==> config.mk <==
export PLATFORM = sky130hd
export DESIGN_NAME = multi_cycle_control
export DESIGN_NICKNAME = d
export VERILOG_FILES = /design/src/rtl/multi_cycle_control.sv
export SDC_FILE = /design/constraint.sdc
export NUM_CORES = 1
export LEC_CHECK = 0
export ABC_AREA = 1
export BUFFER_PORTS_ARGS = -buffer_cell sky130_fd_sc_hd__buf_2
export CAP_MARGIN = 40
export CORE_ASPECT_RATIO = 0.7
export CORE_MARGIN = 2
export CORE_UTILIZATION = 45
export DETAILED_ROUTE_END_ITERATION = 10
export GPL_ROUTABILITY_DRIVEN = 0
export PLACE_DENSITY = 0.79
export SETUP_SLACK_MARGIN = 0.5
export SLEW_MARGIN = 20
export SYNTH_ARGS = -nofsm -noshare
export SYNTH_HDL_FRONTEND = slang
export SYNTH_SLANG_ARGS = --single-unit
export TNS_END_PERCENT = 10
==> constraint.sdc <==
create_clock -name clk -period 1.9 [get_ports clk]
set_clock_uncertainty 0.2 [all_clocks]
set_input_delay 0.095 -clock clk [delete_from_list [all_inputs] [get_ports clk]]
set_output_delay 0.095 -clock clk [all_outputs]
set_load 0.01 [all_outputs]
==> src/rtl/multi_cycle_control.sv <==
// Multi-cycle MIPS control FSM: FETCH/DECODE/EXEC/MEM/WB sequencing,
// memory-ready stall with timeout, sticky error state.
module multi_cycle_control #(
  parameter int ALUOP_W     = 6,
  parameter int MEM_TIMEOUT = 15
) (
  input  logic               clk,
  input  logic               rst_n,
  input  logic [5:0]         Op,
  input  logic [5:0]         Funct,
  input  logic               Zero,
  input  logic               MIO_ready,
  output logic               CPU_MIO,
  output logic               MemRead,
  output logic               MemWrite,
  output logic               IorD,
  output logic               IRWrite,
  output logic               PCWrite,
  output logic               PCWriteCond,
  output logic               Reverse,
  output logic [1:0]         PCSource,
  output logic [1:0]         RegDst,
  output logic [1:0]         MemtoReg,
  output logic               RegWrite,
  output logic [1:0]         ALUSrcA,
  output logic [1:0]         ALUSrcB,
  output logic [ALUOP_W-1:0] ALUOp,
  output logic [1:0]         EXTOp,
  output logic [2:0]         State,
  output logic [1:0]         Err,
  output logic               InstrDone
);

  localparam logic [ALUOP_W-1:0] ALUOP_ADD = ALUOP_W'(0);
  localparam logic [ALUOP_W-1:0] ALUOP_SUB = ALUOP_W'(1);
  localparam logic [ALUOP_W-1:0] ALUOP_AND = ALUOP_W'(2);
  localparam logic [ALUOP_W-1:0] ALUOP_OR  = ALUOP_W'(3);
  localparam logic [ALUOP_W-1:0] ALUOP_NOR = ALUOP_W'(4);
  localparam logic [ALUOP_W-1:0] ALUOP_SLT = ALUOP_W'(5);
  localparam logic [ALUOP_W-1:0] ALUOP_SRL = ALUOP_W'(6);
  localparam logic [ALUOP_W-1:0] ALUOP_LUI = ALUOP_W'(7);

  localparam logic [1:0] EXT_LOGIC = 2'b00;
  localparam logic [1:0] EXT_ARITH = 2'b01;

  localparam int CW = (MEM_TIMEOUT > 0) ? $clog2(MEM_TIMEOUT + 1) : 1;
  localparam logic [CW-1:0] LIMIT = CW'(MEM_TIMEOUT);

  typedef enum logic [2:0] {
    S_FETCH  = 3'd0,
    S_DECODE = 3'd1,
    S_EXEC   = 3'd2,
    S_MEM    = 3'd3,
    S_WB     = 3'd4,
    S_ERROR  = 3'd7
  } state_t;

  state_t        state;
  logic [1:0]    err;
  logic [CW-1:0] cnt;

  logic unused_zero;
  assign unused_zero = Zero;

  logic is_r, r_alu, is_srl, is_jr, is_jalr;
  logic i_alu, is_lw, is_sw, is_beq, is_bne;
  logic is_j, is_jal, legal, waiting, tmo;

  assign is_r    = (Op == 6'h00);
  assign r_alu   = is_r && (Funct inside
                   {6'h20, 6'h22, 6'h24, 6'h25, 6'h27, 6'h2A, 6'h02});
  assign is_srl  = is_r && (Funct == 6'h02);
  assign is_jr   = is_r && (Funct == 6'h08);
  assign is_jalr = is_r && (Funct == 6'h09);
  assign i_alu   = Op inside {6'h08, 6'h0A, 6'h0C, 6'h0D, 6'h0F};
  assign is_lw   = (Op == 6'h23);
  assign is_sw   = (Op == 6'h2B);
  assign is_beq  = (Op == 6'h04);
  assign is_bne  = (Op == 6'h05);
  assign is_j    = (Op == 6'h02);
  assign is_jal  = (Op == 6'h03);
  assign legal   = r_alu | is_jr | is_jalr | i_alu | is_lw | is_sw |
                   is_beq | is_bne | is_j | is_jal;

  assign waiting = ((state == S_FETCH) || (state == S_MEM)) && !MIO_ready;
  assign tmo     = (MEM_TIMEOUT > 0) && waiting && (cnt == LIMIT);

  always_ff @(posedge clk) begin
    if (!rst_n) begin
      state <= S_FETCH;
      err   <= 2'b00;
      cnt   <= '0;
    end else begin
      cnt <= waiting ? cnt + 1'b1 : '0;
      unique case (state)
        S_FETCH: begin
          if (MIO_ready) state <= S_DECODE;
          else if (tmo) begin
            state <= S_ERROR;
            err   <= 2'b10;
          end
        end
        S_DECODE: begin
          if (!legal) begin
            state <= S_ERROR;
            err   <= 2'b01;
          end else state <= S_EXEC;
        end
        S_EXEC: begin
          if (is_lw || is_sw) state <= S_MEM;
          else if (r_alu || i_alu) state <= S_WB;
          else state <= S_FETCH;
        end
        S_MEM: begin
          if (MIO_ready) state <= is_lw ? S_WB : S_FETCH;
          else if (tmo) begin
            state <= S_ERROR;
            err   <= 2'b10;
          end
        end
        S_WB:    state <= S_FETCH;
        S_ERROR: state <= S_ERROR;
        default: state <= S_ERROR;
      endcase
    end
  end

  logic [ALUOP_W-1:0] r_op, i_op;
  logic [1:0]         i_ext;

  always_comb begin
    r_op = ALUOP_ADD;
    unique case (Funct)
      6'h22:   r_op = ALUOP_SUB;
      6'h24:   r_op = ALUOP_AND;
      6'h25:   r_op = ALUOP_OR;
      6'h27:   r_op = ALUOP_NOR;
      6'h2A:   r_op = ALUOP_SLT;
      6'h02:   r_op = ALUOP_SRL;
      default: r_op = ALUOP_ADD;
    endcase
    i_op  = ALUOP_ADD;
    i_ext = EXT_ARITH;
    unique case (Op)
      6'h0A:   i_op = ALUOP_SLT;
      6'h0C:   begin i_op = ALUOP_AND; i_ext = EXT_LOGIC; end
      6'h0D:   begin i_op = ALUOP_OR;  i_ext = EXT_LOGIC; end
      6'h0F:   begin i_op = ALUOP_LUI; i_ext = EXT_LOGIC; end
      default: ;
    endcase
  end

  always_comb begin
    CPU_MIO = 1'b0; MemRead = 1'b0; MemWrite = 1'b0;
    IorD = 1'b0; IRWrite = 1'b0; PCWrite = 1'b0;
    PCWriteCond = 1'b0; Reverse = 1'b0; RegWrite = 1'b0;
    PCSource = 2'b00; RegDst = 2'b00; MemtoReg = 2'b00;
    ALUSrcA = 2'b00; ALUSrcB = 2'b00; EXTOp = 2'b00;
    ALUOp = ALUOP_ADD; InstrDone = 1'b0;
    unique case (state)
      S_FETCH: begin
        CPU_MIO = 1'b1;
        MemRead = 1'b1;
        if (MIO_ready) begin
          IRWrite = 1'b1;
          PCWrite = 1'b1;
          ALUSrcB = 2'b01;
        end
      end
      S_DECODE: begin
        ALUSrcB = 2'b11;
        EXTOp   = EXT_ARITH;
      end
      S_EXEC: begin
        unique case (1'b1)
          r_alu: begin
            ALUSrcA = is_srl ? 2'b10 : 2'b01;
            ALUOp   = r_op;
          end
          i_alu: begin
            ALUSrcA = 2'b01;
            ALUSrcB = 2'b10;
            ALUOp   = i_op;
            EXTOp   = i_ext;
          end
          is_lw | is_sw: begin
            ALUSrcA = 2'b01;
            ALUSrcB = 2'b10;
            EXTOp   = EXT_ARITH;
          end
          is_beq | is_bne: begin
            ALUSrcA     = 2'b01;
            ALUOp       = ALUOP_SUB;
            PCWriteCond = 1'b1;
            PCSource    = 2'b01;
            Reverse     = is_bne;
            InstrDone   = 1'b1;
          end
          is_j | is_jal | is_jr | is_jalr: begin
            PCWrite   = 1'b1;
            PCSource  = (is_j | is_jal) ? 2'b10 : 2'b11;
            InstrDone = 1'b1;
            if (is_jal | is_jalr) begin
              RegWrite = 1'b1;
              RegDst   = 2'b10;
              MemtoReg = 2'b10;
            end
          end
          default: ;
        endcase
      end
      S_MEM: begin
        CPU_MIO   = 1'b1;
        IorD      = 1'b1;
        MemRead   = is_lw;
        MemWrite  = is_sw;
        InstrDone = is_sw & MIO_ready;
      end
      S_WB: begin
        RegWrite  = 1'b1;
        InstrDone = 1'b1;
        RegDst    = r_alu ? 2'b00 : 2'b01;
        MemtoReg  = is_lw ? 2'b01 : 2'b00;
      end
      default: ;
    endcase
  end

  assign State = state;
  assign Err   = err;

endmodule

# Word level (Yosys, flattened, before mapping)
# Index checks and enable logic that the tools add are counted.
dict set report word_totals {
  register_bits 9
  input_bits 16
  out_inout_bits 33
  word_cells 121
}
dict set report op_classes {
  add_sub_neg 1
  n_eq_ne 28
  mux 51
  bitwise 16
  reduce_logical 22
}
# cell count
set ops {}
lappend ops {{$eq 6x6->1 const B} 8}
lappend ops {{$eq 6x4->1 const B} 7}
lappend ops {{$pmux 2 s2} 7}
lappend ops {{$mux 3} 7}
lappend ops {{$eq 6x2->1 const B} 3}
lappend ops {{$mux 1} 18}
lappend ops {{$mux 2} 9}
lappend ops {{$pmux 3 s6} 1}
lappend ops {{$pmux 6 s3} 1}
lappend ops {{$or 1x1->1} 15}
lappend ops {{$pmux 3 s5} 1}
lappend ops {{$eq 6x3->1 const B} 2}
lappend ops {{$pmux 3 s4} 1}
lappend ops {{$reduce_bool 7->1} 1}
lappend ops {{$eq 3x2->1 const B} 2}
lappend ops {{$logic_and 1x1->1} 6}
lappend ops {{$logic_not 6->1} 1}
lappend ops {{$mux 6} 1}
lappend ops {{$pmux 1 s2} 3}
lappend ops {{$pmux 2 s3} 1}
lappend ops {{$reduce_or 2->1} 3}
lappend ops {{$reduce_or 3->1} 2}
lappend ops {{$reduce_bool 5->1} 1}
lappend ops {{$add 4x1->4 const B} 1}
lappend ops {{13 further kinds} 16}

# Depth between registers and ports, before layout
# Gate-level depths: netlist of run 1.
dict set report logic_depth {
  word_depth 14
  depth_mapped 12
  ltp_nobuf 12
}

# Worst setup path before layout of run 1
# No wires, ideal clock.
dict set report synth_timing {
  path_type {register to output}
  start {reg state[0] (netlist: State[0])}
  end {out InstrDone}
  arrival_time_ns 1.388
  path_slack_ns 0.217
  stages_incl_launch_ff 5
  path_buffers 0
  cell_sequence {dfxtp_1 nand3_1 nor4_1 nand3_1 nand4_1}
}
dict set report synth_between {
  elab_chain_cells 2
}
# element line
set synth_lines {}
lappend synth_lines {{start, declared} 58} ;# state_t state;
lappend synth_lines {{start signal, assigned} 115} ;# if (MIO_ready) state <= is_lw ? S_WB : S_FETCH;
lappend synth_lines {{$eq 3x3->1 / $eq 3x2->1 (equally long branches)} 160} ;# unique case (state)
lappend synth_lines {{$pmux 1 s3 *} 160}
lappend synth_lines {{end, declared} 31} ;# output logic InstrDone
# Every way passes the cells marked *; elsewhere a longest branch is shown, timed or not.

# Worst setup path in the final report of run 1
dict set report layout_timing {
  start {reg state[1] (netlist: State[1])}
  end {out PCWrite}
}
dict set report layout_between {
  elab_chain_cells 2
}
# element line
set layout_lines {}
lappend layout_lines {{$eq 3x2->1 / $logic_not 3->1 (equally long branches)} 160}
lappend layout_lines {{$pmux 1 s2 *} 160}
lappend layout_lines {{end, declared} 18} ;# output logic PCWrite,
# Marks and branches as above.

==> results of run 1 <==
-- metal layers --
metal | wire length [um] | part of all wire, % | GRT usage (%) | vias to the layer above
met5 | 0 | 0 | 0 | -
met4 | 14 | 0.46 | 3.182 | 0
met3 | 264 | 8.7 | 4.630 | 4
met2 | 1413 | 46 | 40.00 | 68
met1 | 1357 | 44 | 35.79 | 576
li1 | - | - | - | 655
-- worst paths after layout --
path	slack, ns	startpoint	end
setup / recovery	0.23	State[1]	PCWrite
hold / removal	0.04	MIO_ready	Err[1]
setup reg to reg	0.24	State[1]	State[2]
hold reg to reg	0.25	cnt[0]	cnt[0]
-- cell type report --
cell class,instances,area (um^2),area share [%]
Inverter,32,125.1,8.985
Sequential cell,9,188.9,13.57
Multi-Input combinational cell,129,724.4,52.02
Tap cell,22,27.53,1.977
Clock buffer,4,26.28,1.887
Timing Repair Buffer,53,300.3,21.56
-- flip-flops by register name, summed over array words and instances, names as in the netlist --
name   flops
State      3
Err        2
cnt        4
-- Yosys cell counts (2+ instances only) --
cell type,instances,area (um^2)
a21oi_1,9,45.04
nand3_1,14,70.07
inv_1,29,108.9
nand4_1,2,12.51
buf_4,5,37.54
nor2_1,28,105.1
inv_2,3,11.26
nor4_1,3,18.77
nor2_2,3,18.77
dfxtp_1,9,180.2
o21ai_0,6,30.03
nor3_1,4,20.02
a31oi_1,2,12.51
nand2_1,42,157.7
nand3_2,2,20.02
-- power groups by stage --
stage | Sequential (mW) | Clock, mW | Combinational [mW]
2_1_floorplan | 0.325 | 0 | 0.486
3_3_place_gp | 0.316 | 0 | 0.757
3_5_place_dp | 0.319 | 0 | 0.769
4_1_cts | 0.329 | 0.152 | 0.860
5_1_grt | 0.347 | 0.161 | 1.05
6_report | 0.337 | 0.149 | 0.969
-- kinds of logic after synthesis --
| family | share of synthesized area (%) |
|---|---|
| AO/OA/AOI/OAI | 12.12 |
| XOR/XNOR | 0.9128 |
| adder cells (fa/ha/maj) | 1.304 |
| buffers and inverters | 16.43 |
| flip-flops | 18.77 |
| other | 0.3908 |
| AND/OR/NAND/NOR | 50.07 |
-- critical path, stage by stage (launching register included) --
cell and delay, ns:
dfxtp_4 0.37, buf_4 0.15, nor2_4 0.14, nand2_4 0.09
nor2_4 0.12, inv_1 0.07, nand2_1 0.06, buf_2 0.12
-- layout by cell type, fill, tap and decap left out, types with 2 or more instances in the layout --
cell type / Yosys / routed
inv_4: 0 / 2
a31oi_1: 2 / 2
o21ai_0: 6 / 4
dfxtp_1: 9 / 6
nand4_1: 2 / 2
buf_2: 0 / 43
clkbuf_4: 0 / 3
nor4_4: 1 / 2
inv_1: 29 / 26
conb_1: 1 / 4
nor2_1: 28 / 24
inv_2: 3 / 4
dfxtp_4: 0 / 2
nand2_4: 0 / 2
nor2_2: 3 / 4
nand3_1: 14 / 12
nand2_1: 42 / 39
buf_6: 0 / 2
buf_4: 5 / 7
nor2_4: 1 / 4
nand3_2: 2 / 3
nor3_1: 4 / 4
a21oi_1: 9 / 9
-- stage by stage --
stage          power (mW)  instances  setup WS, ns  hold slack, ns  instance area [um^2]
5_1_grt             1.555        249        0.1141         0.04939                  1393
6_report            1.456        249        0.2293         0.03957                  1393
3_5_place_dp        1.088        235        0.1596          0.1230                  1217
3_3_place_gp        1.073        235        0.2645          0.1119                  1217
2_1_floorplan      0.8114        175        0.4812       -0.007406                  1012
4_1_cts             1.341        246        0.2072         0.03116                  1339
-- timing repair --
item,CTS,global route
pin swaps,6,2
endpoints found under the hold margin,9,0
gates resized for setup,15,8
cloned,0,0
endpoints found under the setup margin,30,33
hold buffers,1,0
buffers inserted,6,3
==> out/metrics.yaml, run 1 <==
clk_pin_slew_worst_paths_ns: 0.06
maxClockFrequency_ghz: 0.5986
yosysSeqAreaShare_pct: 18.77
power.switching_mw: 0.7372
rr_worst_depth: 10
final-setup-viol-count: 0
drv_cap: 0
drc: 0
ys_types: 26
worstPathRequired_ns: 1.60
fin_crit_ns: 1.671
tns_ns: 0
cp-start-kind: "flop"
synth_ff_type: "dfxtp_1"
drt_iter0_markers: 57
p_leak_nw: 0.7884
grt_pass1_vias: 1141
rows: 13
grt_first_pass_wirelength_um: 4968
outcome: "finished clean"
overflow: 0
cp_data_arrival_time_ns: 1.38
internal_power_mw: 0.7185
die-area_mm2: 0.002524
antenna_found_initial: 0
worstHoldPathCells: 4
synth_async_sr_flop_share_pct: 0
criticalPathCategory: "flop to output port"
die-width_um: 59.20
cts_root_buf: "clkbuf_4"
coreArea_mm2: 0.001936
first_pass_iters: 4
vias: 1303
maxSlewViolCount: 0
globalRouteTotalUtil_pct: 25.14
pwr-share-comb_pct: 66.6
grt_max_degree: 8
routed_via_density: 5.233
hold_viol_final: 0
detail_route.wl_per_cell_um: 12.25
cp-end-kind: "output port"
die_h_um: 42.64
yosysWarnings: 0
clk_latency_ns: 0.26
switching_share_pct: 50.64
fillerInstances: 160
rsz0062_at_grt: "yes"
synth_area_per_cell_um2: 5.579
vdd_drop_max_uv: 544.7
fin_util_pct: 71.95
drive_gt1_share_pct: 37.89
postRouteAntennaNets: 0
cts_made_buffers: 3
port_buffers: 43
synth_seq_cells: 9
fin_crit_sh_pct: 87.93
postRouteWirelength_um: 3051
num_antenna_cells: 0
nNetsFinal: 245
powerDensity_mw_per_mm2: 1045
syn-cell-area_um2: 959.7
synth_edf_count: 0
pwr-share-seq_pct: 23.2
power_frac_clock_pct: 10.3
synthCells: 172
area_growth_pct: 45.11
cts_tree: "done"
hp-class: "input pin to flop"
clockBufferDepth: 2
clkSinkCount: 9
io_pins: 49
crit_fanout: 5
hpwlAfterDp_um: 2387
cts_max_level: 1
start_util_pct: 49.58
Note: power is estimated with default switching activity, not from simulation.
==> run 2, diff against run 1 <==
==> constraint.sdc (replaced) <==
create_clock -name clk -period 1.75 [get_ports clk]
set_clock_uncertainty 0.2 [all_clocks]
set_input_delay 0.0875 -clock clk [delete_from_list [all_inputs] [get_ports clk]]
set_output_delay 0.0875 -clock clk [all_outputs]
set_load 0.01 [all_outputs]
==> run 2 against run 1 <==
Against the previous run: combinational power is 19% higher; register-to-register slack got worse by 0.14 ns; sequential cell count stayed put; cell area rose by 8.1%; critical endpoint is now PCSource[0]; global-route usage shrank 0.88 points; clock-buffer cell count is the same.
==> out/metrics.yaml, run 2 (synthesized netlist as in run 1, its figures left out) <==
outcome: "finished clean"
cts_root_buf: "clkbuf_4"
detail_route.wl_per_cell_um: 12.25
regMostFlops: "cnt"
rr_worst_depth: 10
clockBufferDepth: 2
first_pass_iters: 4
drt_iter0_markers: 70
vdd_drop_max_uv: 629.4
cp-start-kind: "flop"
fin_crit_sh_pct: 98.27
worstHoldPathCells: 4
cts_tree: "done"
cp_data_arrival_time_ns: 1.43
hold_viol_final: 0
grt_max_degree: 8
vias: 1317
rsz0062_at_grt: "yes"
hold_ws_ns: 0.02728
drv_cap: 0
crit_fanout: 4
start_util_pct: 49.58
fin_crit_ns: 1.720
routed_via_density: 5.247
grt_pass1_vias: 1079
maxSlewViolCount: 0
reg2reg_from: "State[1]"
cp-end-kind: "output port"
io_pins: 49
final_common_cell: "buf_2"
tns_ns: 0
grt_first_pass_wirelength_um: 4719
fillerInstances: 143
rows: 13
wl_met3_um: 314
coreArea_mm2: 0.001936
postRouteAntennaNets: 0
hp-class: "input pin to flop"
layout_common_cells: "buf_2, nand2_1, inv_1"
cts_made_buffers: 3
r2r-end: "State[2]"
overflow: 0
antenna_found_initial: 0
postRouteWirelength_um: 3075
die_h_um: 42.64
crit_path_cell_trace: "nor3_4 -> buf_6 -> nand2_4 -> inv_2 -> nand2_2 -> nand2_1 -> buf_2"
port_buffers: 43
area_growth_pct: 56.84
die-area_mm2: 0.002524
met1_length_um: 1377
powerDensity_mw_per_mm2: 1123
slowest_stage: "dfxtp_4"
drive_gt1_share_pct: 43.23
hpwlAfterDp_um: 2361
maxClockFrequency_ghz: 0.5815
globalRouteTotalUtil_pct: 24.26
clk_latency_ns: 0.27
cpPeakStageDelay_ns: 0.37
criticalPathCategory: "flop to output port"
worstPathRequired_ns: 1.46
drc: 0
nNetsFinal: 247
p_leak_nw: 0.8092
min_from: "MIO_ready"
worstHoldEndpoint: "cnt[1]"
largest_register_ffs: 4
final-setup-viol-count: 0
num_antenna_cells: 0
r2r_slack_ns: 0.10
cts_max_level: 1
die-width_um: 59.20
dr_wl_met2_um: 1379
clkSinkCount: 9
highest_layer: "met4"
clk_pin_slew_worst_paths_ns: 0.06
run 2: per-layer routing:
layer	track usage [%]	vias to the layer above
li1	-	666
met1	35.79	573
met2	35.60	76
met3	6.481	2
met4	3.182	0
met5	0	-
run 2: how the worst max path moves through the flow:
stage	start	to	cells past startpoint
after floorplan	State[1]	State[2]	9
after global placement	Funct[1]	ALUOp[1]	12
after detailed placement	Op[5]	Err[1]	10
after CTS	State[1]	ALUOp[1]	6
after global routing	State[2]	PCSource[0]	7
final	State[2]	PCSource[0]	7
run 2: layout make-up:
cell class                      instances  area (um^2)  area share [%]
Multi-Input combinational cell        129        780.7           51.87
Timing Repair Buffer                   55        349.1           23.19
Sequential cell                         9        191.4           12.72
Inverter                               32        130.1           8.645
Tap cell                               22        27.53           1.829
Clock buffer                            4        26.28           1.746
run 2: power by group:
group | switching [mW] | internal (mW)
registers | 0.0924 | 0.279
clock network | 0.0782 | 0.0883
logic | 0.677 | 0.475
run 2: worst max-delay path: cells and delay by family (launching register included):
kind,cells,cell delay (ns)
buf+inv,3,0.36
simple gates,4,0.44
flops,1,0.37
run 2: timing repair:
item,4_1_cts,5_1_grt
setup endpoints to repair,33,33
setup buffers,4,6
gates resized for setup,23,13
pin swaps,7,10
endpoints found under the hold margin,9,0
hold buffers,1,0
run 2: metrics by stage:
step / instances / utilization (%) / setup WS [ns] / power [mW] / area [um^2]
final: 251 / 77.76 / 0.03022 / 1.690 / 1505
after global routing: 251 / 77.76 / -0.03950 / 1.820 / 1505
after CTS: 245 / 73.11 / -0.01651 / 1.612 / 1415
after detailed placement: 236 / 65.22 / 0.1656 / 1.265 / 1262
after global placement: 236 / 65.22 / 0.1748 / 1.243 / 1262
after floorplan: 175 / - / 0.3576 / 0.9581 / 1050
